$ cat src/rtl/uart_tx_dev_if.sv
// rtl/uart_tx_dev_if.sv - register bus between the CPU and uart_tx_dev
interface uart_tx_dev_if;
  logic [1:0]  Addr;
  logic        we;
  logic [31:0] data_in;
  logic [31:0] data_out;

  modport master (output Addr, output we, output data_in, input data_out);
  modport slave  (input Addr, input we, input data_in, output data_out);
endinterface

$ cat src/rtl/uart_tx_dev.sv
// rtl/uart_tx_dev.sv - memory-mapped 8N1 UART transmitter with a small TX FIFO
// and a level "transmitter drained" interrupt.
module uart_tx_dev #(
  parameter int unsigned RESET_DIV = 15,
  parameter int unsigned DEPTH     = 4
) (
  input  logic         clk,
  input  logic         reset,
  uart_tx_dev_if.slave bus,
  output logic         IRQ,
  output logic         txd
);
  localparam int unsigned PW = (DEPTH > 1) ? $clog2(DEPTH) : 1;
  localparam logic [1:0] A_CTRL   = 2'd0;
  localparam logic [1:0] A_DIV    = 2'd1;
  localparam logic [1:0] A_TXDATA = 2'd2;
  localparam logic [1:0] A_STATUS = 2'd3;

  typedef enum logic [1:0] {IDLE, START, DATA, STOP} state_t;

  logic [1:0]    ctrl_q;
  logic [15:0]   div_q;
  logic [7:0]    last_q;
  logic          ovf_q;
  logic [7:0]    mem_q [DEPTH];
  logic [PW-1:0] wr_ptr_q;
  logic [PW-1:0] rd_ptr_q;
  logic [3:0]    count_q;

  state_t        state_q;
  logic [7:0]    shift_q;
  logic [2:0]    bit_q;
  logic [15:0]   cnt_q;
  logic          txd_q;

  logic          en;
  logic          im;
  logic          empty;
  logic          full;
  logic          busy;
  logic          pop;
  logic          push_req;
  logic          push;
  logic          bit_end;
  logic [15:0]   div_eff;
  logic          unused_data_bits;

  assign en       = ctrl_q[0];
  assign im       = ctrl_q[1];
  assign empty    = (count_q == 4'd0);
  assign full     = (count_q == 4'(DEPTH));
  assign busy     = (state_q != IDLE);
  assign pop      = (state_q == IDLE) && en && !empty;
  assign push_req = bus.we && (bus.Addr == A_TXDATA);
  // A pop in the same cycle frees a slot, so a push into a full FIFO still lands.
  assign push     = push_req && (!full || pop);
  assign div_eff  = (div_q == 16'd0) ? 16'd1 : div_q;
  assign bit_end  = (cnt_q == 16'd0);

  assign unused_data_bits = ^bus.data_in[31:16];

  function automatic logic [PW-1:0] ptr_inc(input logic [PW-1:0] p);
    return (p == PW'(DEPTH - 1)) ? '0 : p + PW'(1);
  endfunction

  always_ff @(posedge clk or posedge reset) begin
    if (reset) begin
      ctrl_q   <= '0;
      div_q    <= 16'(RESET_DIV);
      last_q   <= '0;
      ovf_q    <= 1'b0;
      wr_ptr_q <= '0;
      rd_ptr_q <= '0;
      count_q  <= '0;
    end else begin
      if (bus.we) begin
        case (bus.Addr)
          A_CTRL:   ctrl_q <= bus.data_in[1:0];
          A_DIV:    div_q  <= bus.data_in[15:0];
          A_STATUS: if (bus.data_in[7]) ovf_q <= 1'b0;
          default:  ;
        endcase
      end
      if (push_req && !push) begin
        ovf_q <= 1'b1;
      end
      if (push) begin
        wr_ptr_q <= ptr_inc(wr_ptr_q);
        last_q   <= bus.data_in[7:0];
      end
      if (pop) begin
        rd_ptr_q <= ptr_inc(rd_ptr_q);
      end
      count_q <= count_q + {3'd0, push} - {3'd0, pop};
    end
  end

  // Payload storage is deliberately left out of reset; only pointers/count matter.
  always_ff @(posedge clk) begin
    if (push) begin
      mem_q[wr_ptr_q] <= bus.data_in[7:0];
    end
  end

  // cnt_q is reloaded only at bit boundaries, so a DIV write mid-bit waits for the next one.
  always_ff @(posedge clk or posedge reset) begin
    if (reset) begin
      state_q <= IDLE;
      shift_q <= '0;
      bit_q   <= '0;
      cnt_q   <= '0;
      txd_q   <= 1'b1;
    end else begin
      case (state_q)
        IDLE: begin
          if (pop) begin
            shift_q <= mem_q[rd_ptr_q];
            cnt_q   <= div_eff;
            state_q <= START;
            txd_q   <= 1'b0;
          end
        end
        START: begin
          if (bit_end) begin
            cnt_q   <= div_eff;
            bit_q   <= 3'd0;
            state_q <= DATA;
            txd_q   <= shift_q[0];
          end else begin
            cnt_q <= cnt_q - 16'd1;
          end
        end
        DATA: begin
          if (bit_end) begin
            cnt_q <= div_eff;
            if (bit_q == 3'd7) begin
              state_q <= STOP;
              txd_q   <= 1'b1;
            end else begin
              bit_q   <= bit_q + 3'd1;
              shift_q <= {1'b0, shift_q[7:1]};
              txd_q   <= shift_q[1];
            end
          end else begin
            cnt_q <= cnt_q - 16'd1;
          end
        end
        STOP: begin
          if (bit_end) begin
            state_q <= IDLE;
            txd_q   <= 1'b1;
          end else begin
            cnt_q <= cnt_q - 16'd1;
          end
        end
        default: begin
          state_q <= IDLE;
          txd_q   <= 1'b1;
        end
      endcase
    end
  end

  assign IRQ = im & en & empty & ~busy;
  assign txd = txd_q;

  always_comb begin
    bus.data_out = 32'd0;
    case (bus.Addr)
      A_CTRL:   bus.data_out = {30'd0, ctrl_q};
      A_DIV:    bus.data_out = {16'd0, div_q};
      A_TXDATA: bus.data_out = {24'd0, last_q};
      A_STATUS: bus.data_out = {24'd0, ovf_q, count_q[2:0], empty, full, busy, IRQ};
      default:  bus.data_out = 32'd0;
    endcase
  end
endmodule

$ cat src/flat_wrapper.sv
// flat-port wrapper written by rule: the top's interface ports become plain ports
module uart_tx_dev_flat 
#(
  parameter int unsigned RESET_DIV = 15,
  parameter int unsigned DEPTH     = 4
)
  (clk, reset, IRQ, txd, bus_Addr, bus_we, bus_data_in, bus_data_out);
  uart_tx_dev_if bus_i ();
  input  logic clk;
  input  logic reset;
  output logic IRQ;
  output logic txd;
  input wire logic [$bits(bus_i.Addr)-1:0] bus_Addr;
  input wire logic [$bits(bus_i.we)-1:0] bus_we;
  input wire logic [$bits(bus_i.data_in)-1:0] bus_data_in;
  output wire logic [$bits(bus_i.data_out)-1:0] bus_data_out;
  assign bus_i.Addr = bus_Addr;
  assign bus_i.we = bus_we;
  assign bus_i.data_in = bus_data_in;
  assign bus_data_out = bus_i.data_out;
  uart_tx_dev #(.RESET_DIV(RESET_DIV), .DEPTH(DEPTH)) u_core (.clk(clk), .reset(reset), .bus(bus_i), .IRQ(IRQ), .txd(txd));
endmodule
$ cat config.mk
export PLATFORM = sky130hd
export DESIGN_NAME = uart_tx_dev_flat
export DESIGN_NICKNAME = d
export VERILOG_FILES = /design/src/rtl/uart_tx_dev_if.sv /design/src/rtl/uart_tx_dev.sv /design/src/flat_wrapper.sv
export SDC_FILE = /design/constraint.sdc
export NUM_CORES = 1
export LEC_CHECK = 0
export ABC_AREA = 1
export CORE_MARGIN = 2
export CORE_UTILIZATION = 40
export DETAILED_ROUTE_END_ITERATION = 6
export PLACE_DENSITY = 0.65
export SYNTH_ARGS = -nofsm -noshare
export SYNTH_HDL_FRONTEND = slang
export SYNTH_SLANG_ARGS = --single-unit
$ cat constraint.sdc
create_clock -name clk -period 5.2 [get_ports clk]
set_input_delay 1.04 -clock clk [delete_from_list [all_inputs] [get_ports clk]]
set_output_delay 1.04 -clock clk [all_outputs]
set_load 0.03 [all_outputs]
==> results.rst <==
.. list-table::
   :header-rows: 1

   * - Metric
     - Value
   * - Clock-pin slew on the worst setup and hold paths
     - 70 ps
   * - Row cnt
     - 41
   * - Core Region
     - 12,470 µm²
   * - First-pass GRT wire length
     - 18,420 µm
   * - Number of diodes
     - 0
   * - Fraction of final layout cells sized beyond drive strength 1
     - 5.161%
   * - Initial Utilization
     - 40.43%
   * - Worst-Skew Late Latency
     - 350 ps
   * - Die area
     - 13,510 µm²
   * - Maximum number of pins on one net before global-route repair
     - 41
   * - Hold_buf cts
     - 0
   * - Total GRT Usage
     - 17.57%
   * - Synth Flop Type
     - dfrtp_1
   * - Port buffer count
     - 38
   * - WS Path Type
     - in2out
   * - Total Wirelength
     - 11,060 µm
   * - Power after layout
     - 0.003149 W
   * - Max-slew violation total from the final report
     - 0
   * - Pre-antenna DRT Iters
     - 5
   * - Max-Cap Viols
     - 0
   * - Worst slew pin tran
     - 923.1 ps
   * - Number of gates resized after cts
     - 0
   * - Worst path arrival time
     - 3090 ps
   * - Max-Slew Margin vs Limit
     - 38.31%
   * - Number of buffers between clock root and the deepest sink
     - 2
   * - FFs w/ async S/R, synth
     - 67.01%
   * - Setup repair after global routing missed its margin
     - no
   * - Number of post-CTS setup repair buffers
     - 0
   * - Flops & latches, synth
     - 97
   * - Half-perimeter wire length after detailed placement
     - 7859 µm
   * - Die height
     - 116.2 µm
   * - Fin Clk Skew
     - 8.239 ps
   * - Cell total after placement
     - 776
   * - Average cell area after synthesis
     - 8.674 µm²
   * - Run status
     - complete, no violations
   * - Growth of design area from synthesis to finish
     - 15.34%
   * - Final setup viols
     - 0
   * - Pwr/cell area
     - 541.7 nW/µm²
   * - Leading cell type in the layout, fill and taps excluded
     - nand2_1
   * - Reg-to-reg setup timing slack
     - 2330 ps
   * - Final Hold Fails
     - 0
   * - Clock tree from TritonCTS
     - yes
   * - Most area-hungry cell type in the Yosys netlist
     - dfrtp_1
   * - Count of vias placed by the detailed router
     - 3,868
   * - Leak Pwr
     - 2.628 nW
   * - F_max
     - 242.3 MHz
   * - Number of nets at the end of the flow
     - 672
   * - Number of ports placed on the die boundary
     - 71
   * - DR WL/cell
     - 13.96 µm
   * - H-tree depth reported by CTS
     - 3
   * - Cells after Synth
     - 581
   * - Number of library cell types mapped by synthesis
     - 39
   * - Post-synth design cell area
     - 5040 µm²
   * - Cell chosen for the clock root
     - clkbuf_16
   * - Clock buffer count from CTS
     - 9
   * - Setup Total Neg Slack
     - 0 ps
   * - Initial detailed-routing violation count
     - 332
   * - Final period util
     - 79.38%
   * - Routability cong.
     - 0.8984
   * - Warnings, synthesis
     - 0
   * - Clock sink total
     - 97
   * - Final global-route overflow total
     - 0
   * - Via count of the first global-routing pass
     - 3,623
   * - Non-Filler Instances
     - 792
   * - Sequential cell area fraction in the yosys report
     - 51.46%
   * - Worst min-delay path category
     - reg2reg
   * - Fill count
     - 1,194
   * - Number of nets with antenna violations after detailed routing
     - 0
   * - Fin crit period
     - 4128 ps
   * - Cell types occupying the most area after synthesis
     - dfrtp_1, edfxtp_1, nand2_1
   * - Highest net fanout along the worst path
     - 14
   * - Leading cell types in the layout, fill and taps excluded
     - nand2_1, nor2_1, o21ai_0
   * - Overall die width
     - 116.2 µm
   * - Yosys top cell area share
     - 29.79%
   * - Antenna violations before repair
     - 0
   * - Critical Path Sink Type
     - primary output
   * - Worst hold slack
     - 480.6 ps
   * - Per-cell via count in the routed design
     - 4.884
   * - Max IR drop VDD
     - 0.2848 mV
   * - EDFF count, synth
     - 32
   * - Data required time of the critical path
     - 4160 ps
   * - Worst Setup Start Kind
     - primary input
   * - Total DRC errors in the routed layout
     - 0
-- state kept, by name, summed over array words and instances (netlist names) --
| name | cells |
|---|---|
| u_core.ovf_q | 1 |
| u_core.last_q | 8 |
| u_core.txd | 1 |
| u_core.wr_ptr_q | 2 |
| u_core.bit_q | 3 |
| u_core.shift_q | 8 |
| u_core.count_q | 4 |
| u_core.mem_q | 32 |
| u_core.rd_ptr_q | 2 |
| u_core.state_q | 2 |
| u_core.ctrl_q | 2 |
| u_core.div_q | 16 |
| u_core.cnt_q | 16 |
-- through the flow --
| step | worst slack [ps] | util [%] | instance area (µm²) |
|---|---|---|---|
| floorplan | 2068 | - | 5096 |
| global placement | 1130 | 44.11 | 5499 |
| detailed placement | 1112 | 44.11 | 5499 |
| CTS | 1095 | 46.63 | 5813 |
| global route | 913.0 | 46.63 | 5813 |
| finish | 1072 | 46.63 | 5813 |
-- critical path, cell delays in order --
cell and delay, ps:
clkdlybuf4s50_1 510, inv_1 70, nor2_1 200, inv_1 260
o211ai_1 290, clkdlybuf4s50_1 710
-- where the power goes --
| group | leakage, nW | internal [W] | switching [W] | total, W |
|---|---|---|---|---|
| Sequential | 1.08 | 0.000997 | 0.000159 | 0.00116 |
| Clock | 0.153 | 0.000408 | 0.000295 | 0.000703 |
| Combinational | 1.40 | 0.000455 | 0.000835 | 0.00129 |
-- cell type report --
class                   instances  area [µm²]  share of cell area, %
clock buffers                  12       257.7                  4.434
multi-input cells             406        2067                  35.56
clock inverters                 4       56.30                 0.9686
well taps                     172       215.2                  3.702
flip-flops and latches         97        2594                  44.62
repair buffers                 39       387.9                  6.672
inverters                      62       235.2                  4.046
-- cells in the mapped netlist, types with 2 or more instances --
cell / count
nand2_1: 138
nor2_1: 74
o21ai_0: 64
dfrtp_1: 60
inv_1: 60
edfxtp_1: 32
nand3_1: 28
ha_1: 19
buf_4: 17
a21oi_1: 15
o221ai_1: 10
clkbuf_1: 8
xnor2_1: 7
xor2_1: 6
dfstp_2: 5
buf_2: 4
nand4_1: 4
nand2_2: 3
buf_6: 2
nand3b_1: 2
nor3_1: 2
o2111ai_1: 2
o21ai_1: 2
o22ai_1: 2
-- cells by family after synthesis --
family / count (synthesis) / share of synthesized area, %
flip-flops: 97 / 51.46
other: 1 / 0.07441
AND/OR/NAND/NOR: 257 / 21.10
AO/OA/AOI/OAI: 100 / 11.35
adder cells (fa/ha/maj): 20 / 5.114
XOR/XNOR: 13 / 2.259
buffers and inverters: 93 / 8.640
-- worst paths after layout --
| kind | cells after the start | to | start |
|---|---|---|---|
| min in group asynchronous | 2 | u_core.shift_q[3] | reset |
| max in group asynchronous | 3 | u_core.div_q[1] | reset |
| worst min register to register | 2 | u_core.shift_q[7] | u_core.shift_q[7] |
| worst max register to register | 11 | u_core.count_q[2] | u_core.state_q[0] |
| worst min-delay path | 2 | u_core.shift_q[7] | u_core.shift_q[7] |
| worst max-delay path | 6 | bus_data_out[2] | bus_Addr[0] |
-- metal layers --
layer | GRT usage, % | routed length (µm) | vias to the layer above
li1 | - | - | 1938
met1 | 24.05 | 5208 | 1839
met2 | 27.95 | 5236 | 77
met3 | 2.387 | 384 | 14
met4 | 8.016 | 227 | 0
met5 | 0 | 0 | -
(Power assumes the default switching activity.)
